$ cat src/rtl/pipeline_ctrl.sv
// Hazard/sequencing controller for the 5-stage pipeline: forwarding, stalls, flushes, memory wait FSM.
// Optional PERF_CNT_EN adds saturating stall/flush event counters.
module pipeline_ctrl #(
    parameter int MEM_WAIT = 2,
    parameter int RA_W     = 4
) (
    input  logic            clk,
    input  logic            reset,
    input  logic [RA_W-1:0] Ra1D,
    input  logic [RA_W-1:0] Ra2D,
    input  logic [RA_W-1:0] Ra1E,
    input  logic [RA_W-1:0] Ra2E,
    input  logic [RA_W-1:0] WA3E,
    input  logic [RA_W-1:0] WA3M,
    input  logic [RA_W-1:0] WA3W,
    input  logic            RegWriteM,
    input  logic            RegWriteW,
    input  logic            MemtoRegE,
    input  logic            MemAccessM,
    input  logic            PCSrcD,
    input  logic            PCSrcE,
    input  logic            PCSrcM,
    input  logic            PCSrcW,
    input  logic            BranchTakenE,
    output logic [1:0]      ForwardAE,
    output logic [1:0]      ForwardBE,
    output logic            StallF,
    output logic            StallD,
    output logic            StallE,
    output logic            StallM,
    output logic            FlushD,
    output logic            FlushE,
    output logic            FlushW,
    output logic            MemBusy
`ifdef PERF_CNT_EN
    ,
    output logic [15:0]     StallCnt,
    output logic [15:0]     FlushCnt
`endif
);

    //  state  | meaning
    //  S_IDLE | no memory wait; a new access in M may start one
    //  S_WAIT | M frozen; cnt counts remaining stall cycles, cnt==0 is the release cycle
    typedef enum logic {S_IDLE, S_WAIT} memState_t;

    localparam int CNT_W = (MEM_WAIT > 3) ? $clog2(MEM_WAIT) : 2;
    localparam logic [CNT_W-1:0] CNT_LOAD = CNT_W'((MEM_WAIT > 0) ? MEM_WAIT - 1 : 0);
    localparam logic HAS_WAIT = (MEM_WAIT > 0);

    memState_t        state;
    logic [CNT_W-1:0] cnt;
    logic             memStall;
    logic             ldrStall;
    logic             pcPend;

    always_comb begin
        ForwardAE = 2'b00;
        if (RegWriteM && (Ra1E == WA3M))
            ForwardAE = 2'b10;
        else if (RegWriteW && (Ra1E == WA3W))
            ForwardAE = 2'b01;
    end

    always_comb begin
        ForwardBE = 2'b00;
        if (RegWriteM && (Ra2E == WA3M))
            ForwardBE = 2'b10;
        else if (RegWriteW && (Ra2E == WA3W))
            ForwardBE = 2'b01;
    end

    assign ldrStall = MemtoRegE & ((Ra1D == WA3E) | (Ra2D == WA3E));
    assign pcPend   = PCSrcD | PCSrcE | PCSrcM;

    // Gated by reset so MemBusy falls the instant reset asserts, independent of inputs.
    always_comb begin
        memStall = 1'b0;
        if (reset) begin
            case (state)
                S_IDLE:  memStall = MemAccessM & HAS_WAIT;
                S_WAIT:  memStall = (cnt != '0);
                default: memStall = 1'b0;
            endcase
        end
    end

    always_ff @(posedge clk or negedge reset) begin
        if (!reset) begin
            state <= S_IDLE;
            cnt   <= '0;
        end else begin
            case (state)
                S_IDLE: begin
                    if (MemAccessM && HAS_WAIT) begin
                        state <= S_WAIT;
                        cnt   <= CNT_LOAD;
                    end
                end
                S_WAIT: begin
                    if (cnt != '0)
                        cnt <= cnt - 1'b1;
                    else
                        state <= S_IDLE;
                end
                default: state <= S_IDLE;
            endcase
        end
    end

    assign StallM  = memStall;
    assign StallE  = memStall;
    assign StallD  = memStall | ldrStall;
    assign StallF  = memStall | ldrStall | pcPend;
    assign FlushW  = memStall;
    assign FlushE  = ~memStall & (ldrStall | BranchTakenE);
    assign FlushD  = ~memStall & (pcPend | PCSrcW | BranchTakenE);
    assign MemBusy = memStall;

`ifdef PERF_CNT_EN
    always_ff @(posedge clk or negedge reset) begin
        if (!reset) begin
            StallCnt <= '0;
            FlushCnt <= '0;
        end else begin
            if (StallF && (StallCnt != 16'hFFFF))
                StallCnt <= StallCnt + 16'd1;
            if (FlushE && (FlushCnt != 16'hFFFF))
                FlushCnt <= FlushCnt + 16'd1;
        end
    end
`endif

endmodule

$ cat config.mk
export PLATFORM = sky130hd
export DESIGN_NAME = pipeline_ctrl
export DESIGN_NICKNAME = d
export VERILOG_FILES = /design/src/rtl/pipeline_ctrl.sv
export SDC_FILE = /design/constraint.sdc
export NUM_CORES = 1
export LEC_CHECK = 0
export CAP_MARGIN = 30
export CORE_MARGIN = 2
export CORE_UTILIZATION = 28
export DETAILED_ROUTE_END_ITERATION = 10
export PLACE_DENSITY = 0.79
export SETUP_SLACK_MARGIN = 0.1
export SLEW_MARGIN = 5
export SYNTH_ARGS = -nofsm -noshare
export SYNTH_HDL_FRONTEND = slang
export SYNTH_SLANG_ARGS = --single-unit
$ cat constraint.sdc
create_clock -name clk -period 2 [get_ports clk]
set_input_delay 0.4 -clock clk [delete_from_list [all_inputs] [get_ports clk]]
set_output_delay 0.4 -clock clk [all_outputs]
set_load 0.005 [all_outputs]
# After elaboration in Yosys (flattened, before gate mapping)
# Index checks and enable logic that the tools add are counted.
[classes]
bitwise_logic = 13
add_sub_neg = 1
n_mux = 12
n_eq_ne = 8
n_reduce_logical = 6
[ops]
columns = ["op", "n"]
rows = [
  ["4-bit == test", 6],
  ["2-bit 2-to-1 mux", 4],
  ["1-bit OR", 8],
  ["1-bit 2-to-1 mux", 5],
  ["1-bit logical AND", 4],
  ["1-bit case mux with 2 select lines", 2],
  ["2-bit case mux with 2 select lines", 1],
  ["1-bit AND", 3],
  ["2-bit by 1-bit inequality test with 1-bit output, second input constant", 1],
  ["2-bit inequality test, second input constant", 1],
  ["1-bit inverter", 2],
  ["2-bit AND reduction", 1],
  ["2-bit nonzero test", 1],
  ["2-bit by 1-bit subtractor with 2-bit output, second input constant", 1],
]
[word_totals]
word_cells = 42
reg_bits = 3
in_bits = 39
out_inout_bits = 12

# Logic depth before layout (Yosys ltp)
[logic_depth]
word_depth = 5
ltp_mapped = 6
ltp_nobuf = 6

# Worst setup path after synthesis
# No wires, ideal clock.
[synth_path]
kind = "register -> output"
start = "register cnt[0]"
end = "output MemBusy"
n_path_buf = 1
stages_incl_launch_ff = 7
t_arrival_ns = 1.178
required_time_ns = 1.600
slack_ns = 0.422
path_cell_list = "dfrtp_1 -> inv_1 -> ha_1 -> a21oi_1 -> nand2_1 -> inv_1 -> buf_4"
[synth_between]
elab_chain_cells = 3
[synth_lines]
columns = ["element", "line", "source"]
rows = [
  ["start, declared", "52", "logic [CNT_W-1:0] cnt;"],
  ["start signal, assigned", "102", "cnt <= cnt - 1'b1;"],
  ["2-bit nonzero test", "82", "S_WAIT: memStall = (cnt != '0);"],
  ["1-bit case mux with 2 select lines", "80", "case (state)"],
  ["1-bit 2-to-1 mux", "79", "if (reset) begin"],
  ["end, declared", "34", "output logic MemBusy"],
]
# Every way passes these cells.

# Final worst setup path
[layout_path]
start = "input Ra2D[1]"
end = "output FlushE"
[layout_between]
elab_chain_cells = 5
[layout_lines]
columns = ["element", "line", "source"]
rows = [
  ["start, declared", "10", "input logic [RA_W-1:0] Ra2D,"],
  ["4-bit == test", "73", "assign ldrStall = MemtoRegE & ((Ra1D == WA3E) | (Ra2D == WA3E));"],
  ["1-bit OR", "73", ""],
  ["1-bit AND", "73", ""],
  ["1-bit OR", "116", "assign FlushE = ~memStall & (ldrStall | BranchTakenE);"],
  ["1-bit AND", "116", ""],
  ["end, declared", "32", "output logic FlushE,"],
]
# Every way passes these cells.

==> results by group <==
Power and ir drop
  • PD cells: 631 nW/um^2
  • Sw frac: 0.354
  • VDD IR max: 0.395 mV
  • Comb power frac: 0.685
  • Sequential power share: 0.164
  • Clock share of power: 0.152
  • Internal power: 0.458 mW
  • Pleak: 0.563 nW
  • Switch Pwr: 0.251 mW

Timing
  • Clock skew: 4.14 ps
  • Slew headroom: 0.781
  • Hold violation total from the final report: 0
  • Fin Hold WS: 467 ps
  • Maximum clock rate: 529 MHz
  • # setup viols final: 0
  • Final Cycle Share: 0.946
  • Time the worst path needs with I/O delays and setup: 1890 ps
  • Final worst setup slack: 108 ps
  • Unrepaired setup endpoints after global routing: yes
  • Max Slew Vio Count: 0
  • Worst Max-Slew Pin Slew: 326 ps

Critical path
  • CP max FO: 3
  • Worst path slowest cell: nor4_1
  • WP depth: 7
  • Worst path top cell family by delay: buffers and inverters
  • Reg2reg path depth: 6
  • Worst EP arrival: 1490 ps
  • Slack of the worst reg-to-reg path: 740 ps
  • Crit path kind: in -> out
  • CP Capture Type: output pin
  • Largest stage delay on the critical path: 310 ps
  • Critical path required time: 1600 ps
  • Crit path cell chain: clkbuf_2 > xor2_1 > nor4_1 > o21ai_1 > buf_4 > a21oi_2 > buf_2
  • Buf+Inv Stages, Crit Path: 3
  • CP startpoint kind: primary input

Synthesis
  • Cells after Synth: 63
  • Mapped Avg Cell Area: 7.67 sq um
  • Syn nets: 103
  • Syn. warnings: 0
  • Yosys reg bits: 3
  • Mapped cell area: 483 sq um
  • Post-synth cell types: 20
  • Register area share after synthesis: 0.155

Routing
  • Routed wl met3: 199 um
  • Via count: 690
  • Routed vias/inst: 4.66
  • Met2 wire length: 924 um
  • Highest routed layer: met3
  • Routed metal-1 wirelength: 619 um
  • Routed wire per std cell: 11.8 um
  • Antenna-violating nets left: 0
  • Pre-antenna DRT Iters: 5
  • Drt total wl: 1.74 mm
  • Remaining DRCs: 0
  • DR iter-0 viols: 6

Finish
  • Area delta synth->final: 133%
  • Ant diodes: 0
  • Layout cells sized above 1: 0.473
  • # nets final: 172

Status
  • Status: complete, no violations

Floorplan
  • Die W: 45.5 um
  • Die footprint: 2070 sq um
  • Core area: 1670 sq um
  • Die Span Y: 45.5 um
  • Rows: 15
  • # IOs: 51
  • Initial Utilization: 0.289

CTS
  • Clk pin slew, worst setup/hold paths: 40 ps
  • Root buf cell: clkbuf_4
  • H-tree level count: 1
  • CTS Buf Count: 3
  • Worst-Skew Late Latency: 240 ps
  • CTS Sinks: 3
  • CTS tree: done
  • Clk buf depth: 2

Placed design
  • Pre-CTS setup slack: -608 ps
  • GPL Wtd Cong: 0.744
  • DP HPWL: 1.44 mm
  • Port bufs: 50

Run
  • Max Cap Viol: 0

Global routing
  • Vias in the first global route: 674
  • Largest net degree at the start of global routing: 6
  • Total grt overflow: 0
  • First-pass GRT wire length: 2.50 mm
  • Initial antenna violation count: 0
  • All-Layer GR Usage: 0.165

Worst hold path
  • Hold Crit Class: in -> async
[flip-flops by register name, summed over array words and instances (netlist names)]
register  flops
cnt           2
state         1
[kinds of logic after synthesis]
group,after synthesis,synth area share
AOI/OAI and AO/OA,9,0.122
xor gates and xnor gates,21,0.381
adders and majority gates,1,0.0259
buffers and inverters,10,0.101
DFF,3,0.155
muxes,1,0.0207
and+or+nand+nor,18,0.194
[per-layer routing]
metal | vias to the layer above | track usage
li1 | 346 | -
met1 | 305 | 0.165
met2 | 39 | 0.321
met3 | 0 | 0.0556
met4 | 0 | 0.0353
met5 | - | 0
[repair_timing]
action                                  in CTS  in global routing
endpoints found under the setup margin      12                  7
gates resized for setup                    102                 31
setup buffers                               10                  0
hold buffers                                 0                  0
pin swaps                                   16                 10
hold endpoints to repair                     0                  0
[through the flow]
| stage | utilization | TNS (ps) | area (sq um) | cells | power, mW |
|---|---|---|---|---|---|
| CTS | 0.679 | 0 | 1130 | 148 | 0.699 |
| floorplan | - | 0 | 483 | 63 | 0.300 |
| global route | 0.673 | 0 | 1120 | 148 | 0.779 |
| finish | 0.673 | 0 | 1120 | 148 | 0.709 |
| global placement | 0.619 | -4400 | 1030 | 134 | 0.508 |
| detailed placement | 0.619 | -4660 | 1030 | 134 | 0.525 |
[path summary, 6_finish.rpt]
| path | to | from |
|---|---|---|
| max in group asynchronous | state$_DFF_PN0_ | reset |
| worst min register to register | cnt[1]$_DFFE_PN0P_ | cnt[1]$_DFFE_PN0P_ |
| worst min-delay path | cnt[1]$_DFFE_PN0P_ | reset |
| min in group clk | cnt[1]$_DFFE_PN0P_ | cnt[1]$_DFFE_PN0P_ |
| worst max register to register | cnt[0]$_DFFE_PN0P_ | cnt[1]$_DFFE_PN0P_ |
| worst max-delay path | FlushE | Ra2D[1] |
[worst register-to-register path, stage by stage, from the launching register on]
cell	delay, ps
dfrtp_1	360
inv_1	70
ha_2	200
a21oi_4	60
buf_4	130
buf_4	120
o22a_1	190
[power by group through the flow]
stage | clock network (mW) | logic [mW] | registers, mW
4_1_cts | 0.114 | 0.472 | 0.113
5_1_grt | 0.118 | 0.539 | 0.121
6_report | 0.108 | 0.486 | 0.116
2_1_floorplan | 0 | 0.192 | 0.108
3_5_place_dp | 0 | 0.411 | 0.113
3_3_place_gp | 0 | 0.397 | 0.111
[cells in the final DEF (no fill, tap or decap), types with 3 or more instances in the layout]
cell              n
clkbuf_4          3
inv_1             4
buf_4            17
clkdlybuf4s15_2   3
clkdlybuf4s50_1   8
nor2_1            3
xor2_1           14
nand3_1           3
xor2_2            4
dfrtp_1           3
clkbuf_2         10
nor3_1            3
buf_2            10
dlygate4sd2_1    11
clkdlybuf4s15_1   5
[synth_stat cells]
library cell | count | area, sq um
a21oi_1 | 3 | 15.0
a222oi_1 | 1 | 10.0
a22o_1 | 1 | 8.76
buf_4 | 3 | 22.5
dfrtp_1 | 3 | 75.1
ha_1 | 1 | 12.5
inv_1 | 7 | 26.3
mux2i_1 | 1 | 10.0
nand2_1 | 4 | 15.0
nand3_1 | 3 | 15.0
nor2_1 | 4 | 15.0
nor3_1 | 3 | 15.0
nor4_1 | 3 | 18.8
nor4b_2 | 1 | 15.0
o21ai_0 | 1 | 5.00
o21ai_1 | 1 | 5.00
o22a_1 | 1 | 8.76
o22ai_1 | 1 | 6.26
xnor2_1 | 3 | 26.3
xor2_1 | 18 | 158
[cell type report]
type / instances / area, sq um
fill: 144 / 547
timing repair buffer: 67 / 523
multi-input combinational: 50 / 449
sequential: 3 / 75.1
inverter: 7 / 28.8
clock buffer: 4 / 26.3
tap: 17 / 21.3
Note: power is estimated with default switching activity, not from simulation.
